### config.mk
export PLATFORM = sky130hd
export DESIGN_NAME = hci_mem_rmw_adapter
export DESIGN_NICKNAME = d
export VERILOG_FILES = /design/src/rtl/hci_mem_rmw_adapter_pkg.sv /design/src/rtl/hci_mem_rmw_adapter.sv
export SDC_FILE = /design/constraint.sdc
export NUM_CORES = 1
export LEC_CHECK = 0
export CAP_MARGIN = 20
export CORE_UTILIZATION = 42
export DETAILED_ROUTE_END_ITERATION = 8
export PLACE_DENSITY_LB_ADDON = 0.1
export SLEW_MARGIN = 20
export SYNTH_ARGS = -nofsm -noshare
export SYNTH_HDL_FRONTEND = slang
export SYNTH_SLANG_ARGS = --single-unit
### constraint.sdc
create_clock -name clk_i -period 2.2 [get_ports clk_i]
set_input_delay 0.44 -clock clk_i [delete_from_list [all_inputs] [get_ports clk_i]]
set_output_delay 0.44 -clock clk_i [all_outputs]
set_load 0.03 [all_outputs]
### src/rtl/hci_mem_rmw_adapter_pkg.sv
// Shared types for the HCI bank read-modify-write adapter.
package hci_mem_rmw_adapter_pkg;

  // IDLE passes accesses through; MERGE writes back a merged partial word.
  typedef enum logic {
    IDLE  = 1'b0,
    MERGE = 1'b1
  } hci_rmw_state_e;

endpackage

### src/rtl/hci_mem_rmw_adapter.sv
// Per-bank adapter between an HCI bank port and a word-only SRAM.
// Full-word accesses pass straight through; partial writes become a
// read followed by a merged full-word write, stalling the bank one cycle.
module hci_mem_rmw_adapter
  import hci_mem_rmw_adapter_pkg::*;
#(
  parameter int AW    = 32,
  parameter int DW    = 32,
  parameter int BW    = 8,
  parameter int UW    = 0,
  parameter int CNT_W = 16,
  localparam int NB   = DW / BW,
  localparam int UWP  = (UW > 0) ? UW : 1
) (
  input  logic                clk_i,
  input  logic                rst_ni,
  input  logic                clear_i,
  input  logic                tgt_req,
  input  logic [AW-1:0]       tgt_add,
  input  logic                tgt_wen,
  input  logic [DW-1:0]       tgt_data,
  input  logic [NB-1:0]       tgt_be,
  input  logic [UWP-1:0]      tgt_user,
  output logic                tgt_gnt,
  output logic [DW-1:0]       tgt_r_data,
  output logic [UWP-1:0]      tgt_r_user,
  output logic                tgt_r_valid,
  output logic                sram_req_o,
  output logic                sram_wen_o,
  output logic [AW-3:0]       sram_add_o,
  output logic [DW+UW-1:0]    sram_wdata_o,
  input  logic [DW+UW-1:0]    sram_rdata_i,
  output logic [CNT_W-1:0]    rmw_cnt_o
);

  hci_rmw_state_e state, state_next;

  logic [AW-3:0]    lat_add;
  logic [DW-1:0]    lat_data;
  logic [NB-1:0]    lat_be;
  logic [UWP-1:0]   lat_user;

  logic             is_partial;
  logic             grant;
  logic             partial_grant;
  logic [DW-1:0]    merged_data;
  logic [DW+UW-1:0] merged_word;
  logic [DW+UW-1:0] direct_word;
  logic             unused_bits;

  assign is_partial = ~tgt_wen & ~(&tgt_be);

  // Lane merge: enabled lanes take the latched write data, others keep SRAM content.
  for (genvar i = 0; i < NB; i++) begin : g_lane
    assign merged_data[i*BW +: BW] = lat_be[i] ? lat_data[i*BW +: BW]
                                               : sram_rdata_i[i*BW +: BW];
  end

  // User bits ride as an always-written extra lane when present.
  if (UW > 0) begin : g_user
    assign merged_word = {lat_user, merged_data};
    assign direct_word = {tgt_user, tgt_data};
    assign tgt_r_user  = sram_rdata_i[DW +: UWP];
  end else begin : g_nouser
    assign merged_word = merged_data;
    assign direct_word = tgt_data;
    assign tgt_r_user  = '0;
  end

  assign tgt_r_data  = sram_rdata_i[DW-1:0];
  assign unused_bits = ^{tgt_add[1:0], tgt_user, lat_user};

  // Next-state and SRAM/grant steering for pass-through and merge write-back.
  always_comb begin
    state_next    = state;
    tgt_gnt       = 1'b0;
    sram_req_o    = 1'b0;
    sram_wen_o    = 1'b1;
    sram_add_o    = tgt_add[AW-1:2];
    sram_wdata_o  = direct_word;
    grant         = 1'b0;
    partial_grant = 1'b0;
    case (state)
      IDLE: begin
        if (tgt_req) begin
          tgt_gnt    = 1'b1;
          sram_req_o = 1'b1;
          grant      = 1'b1;
          if (is_partial) begin
            sram_wen_o    = 1'b1;
            partial_grant = 1'b1;
            state_next    = MERGE;
          end else begin
            sram_wen_o = tgt_wen;
          end
        end
      end
      MERGE: begin
        sram_req_o   = ~clear_i;
        sram_wen_o   = 1'b0;
        sram_add_o   = lat_add;
        sram_wdata_o = merged_word;
        state_next   = IDLE;
      end
      default: state_next = IDLE;
    endcase
    if (clear_i) begin
      state_next = IDLE;
    end
  end

  // State, response-valid, latch and saturating counter registers.
  always_ff @(posedge clk_i or negedge rst_ni) begin
    if (!rst_ni) begin
      state       <= IDLE;
      tgt_r_valid <= 1'b0;
      rmw_cnt_o   <= '0;
      lat_add     <= '0;
      lat_data    <= '0;
      lat_be      <= '0;
      lat_user    <= '0;
    end else if (clear_i) begin
      state       <= IDLE;
      tgt_r_valid <= 1'b0;
      rmw_cnt_o   <= '0;
    end else begin
      state       <= state_next;
      tgt_r_valid <= grant;
      if (partial_grant) begin
        lat_add  <= tgt_add[AW-1:2];
        lat_data <= tgt_data;
        lat_be   <= tgt_be;
        lat_user <= tgt_user;
        if (rmw_cnt_o != {CNT_W{1'b1}}) begin
          rmw_cnt_o <= rmw_cnt_o + 1'b1;
        end
      end
    end
  end

endmodule

==> reports/results.tsv <==
metric	value	unit
fp.dieH	109	um
status	complete, no violations	
grt_use_total	21.4	%
critPathMaxFanout	17	
netlist.area_leader.share	43.7	%
synth-main-ff-cell	dfrtp_1	
syn_area_per_cell	11.3	um^2
power_frac_comb	26.8	%
yosysWarnings	0	
setup_slack	0.0779	ns
slew_viol_final	0	
ys_seq_elements	84	
vias	3987	
postPlaceCellArea	6840	um^2
viasPerCell	5.28	
r2r_slack	0.16	ns
yosysTopAreaCell	dfrtp_1	
syn_inst	425	
worst_hold_path_type	input pin to asynchronous set/reset pin	
drt_iter0_markers	184	
switchingPower	0.00141	W
criticalPathCategory	register to output pin	
cts.htree.levels	3	
setup_violations	0	
first_pass_iters	4	
vdd_drop_max	0.459	mV
seqPwrFrac	41.3	%
yosysSeqAreaShare	43.7	%
crit_chain	buf_8 > mux2_2 > dlygate4sd2_1	
p_int	0.00343	W
grt_overflow	0	
rsz0062_at_grt	no	
syn_area	4810	um^2
finalWirelength	12.9	mm
max_freq	471	MHz
wire_per_inst	17.1	um
die_area	11900	um^2
path_delay_family	buffers and inverters	
cts_hold_buf	0	
r2r-start	state	
cts_buffers	9	
synth_nets	532	
nets	717	
grt_pass1_wl	19.5	mm
yosysMostFrequentCell	dfrtp_1	
clk_latency	0.33	ns
synth.area.top_cells	dfrtp_1 (44%), mux2_1 (13%), mux2_2 (10%)	
cp.arrival	1.68	ns
fill_cells	919	
start_util	43.8	%
syn2layout_area_growth	49.0	%
maxCapViolations	0	
synth-async-reset-ratio	100	%
grt_pass1_vias	4017	
period_share	96.5	%
power.share.clock	31.9	%
postRouteAntennaNets	0	
grt_max_degree	51	
power	0.00484	W
synthDistinctLibCells	43	
io_buffers	216	
finalClockSkew	0.00413	ns
row_count	38	
slew_headroom	59.6	%
leakagePower	3.09	nW
drc_errors	0	
coreArea	11000	um^2
reg2regPathDepth	6	
cts.sinks	84	
drive_gt1_share	20.7	%
fin_cells	755	
die_w	109	um
clkSlewWorstSetupHoldPaths	0.06	ns
p_per_area	675	nW/um^2
cp-start-kind	register	
synth_commonest_cells	dfrtp_1 (84), mux2_1 (55), mux2_2 (44), a21oi_1 (42), nor2_1 (38)	
cts_tree	built	
hpwl	9.32	mm
io_pins	221	
critical_path_required	1.76	ns
layout_min_cycle_time	2.12	ns
crit_buf_inv	2	
cts_root_buf	clkbuf_16	
routabilityCongestion	0.811	
swShare	29.1	%
critical-path-max-stage-delay	0.45	ns
n_antenna_cell	0	
synth_enable_flop_cells	0	
cts_max_path_buffers	2	
r2r-end	lat_add[27]	
dp_worst_setup_slack	-0.368	ns
critPathSlowestCell	dfrtp_4	
worst_pin_slew	0.606	ns
cp-end-kind	output pin	
place_inst	736	
fin_area	7170	um^2
hold_viol	0	
antenna_found_initial	0	
worst reg2reg max path: cells and delay by family (launching register included):
kind	cells	cell delay (ns)
simple gates	3	0.56
flops	1	0.51
buf+inv	2	0.45
mux	1	0.41
cells in the final DEF, fill, tap and decap left out, types with 5 or more instances in the layout:
master           count
a21oi_1             41
buf_12               5
buf_4               48
clkbuf_16           10
clkdlybuf4s50_1    149
dfrtp_1             83
dlygate4sd2_1       27
mux2_1              55
mux2_2              44
mux2i_1             32
nand3_1              7
nor2_1              38
o31ai_1              7
or4_1                7
logic make-up after synthesis:
group | Yosys count | synth area share (%)
flops | 84 | 43.7
other cells | 1 | 0.0779
simple gates | 87 | 10.6
fa+ha+maj | 1 | 0.260
compound gates | 58 | 6.84
mux | 132 | 30.1
buf+inv | 62 | 8.40
how the worst max path moves through the flow:
stage	from	endpoint	cells after the start
after detailed placement	tgt_be[2]	sram_wen_o	5
after global routing	state	sram_add_o[26]	3
final	state	sram_add_o[15]	3
after global placement	tgt_be[2]	sram_wen_o	5
after CTS	state	sram_wdata_o[15]	5
after floorplan	state	sram_wdata_o[24]	5
per-layer routing:
metal	vias up	part of all wire, %	routed length (um)	GRT usage, %
met5	-	0	0	0
met4	0	1.9	246	8.40
met3	17	8.2	1060	5.56
met2	156	50	6440	37.5
met1	1934	40	5190	24.9
li1	1880	-	-	-
flip-flops by register name, summed over array words and instances, names as in the netlist:
name,flops
state,1
lat_add,30
tgt_r_valid,1
lat_be,4
lat_data,32
rmw_cnt_o,16
layout make-up:
cell class	count	area [um^2]	area share, %
clock buffer	12	256	3.58
clock inverter	4	47.5	0.663
inverter	3	11.3	0.157
multi-input combinational	279	2310	32.3
sequential	84	2110	29.4
tap	140	175	2.44
timing repair buffer	233	2260	31.5
power by group through the flow:
| stage | sequential, W | combinational [W] | clock (W) |
|---|---|---|---|
| floorplan | 0.00193 | 0.000878 | 0 |
| global placement | 0.00202 | 0.00129 | 0 |
| detailed placement | 0.00204 | 0.00131 | 0 |
| CTS | 0.00200 | 0.00131 | 0.00158 |
| global route | 0.00204 | 0.00140 | 0.00165 |
| finish | 0.00200 | 0.00130 | 0.00154 |
through the flow:
step | hold slack [ns] | setup TNS (ns) | util [%]
6_report | 0.114 | 0 | 65.3
5_1_grt | 0.163 | 0 | 65.3
4_1_cts | 0.136 | 0 | 65.0
3_5_place_dp | 0.473 | -8.32 | 62.2
3_3_place_gp | 0.461 | -7.48 | 62.2
2_1_floorplan | 0.144 | 0 | -
repair_timing:
item	4_1_cts	5_1_grt
pin swaps	2	0
setup buffers	2	0
gates cloned	0	1
endpoints found under the setup margin	117	3
resized for setup	33	1
No activity file was read; power rests on OpenSTA's default activity.
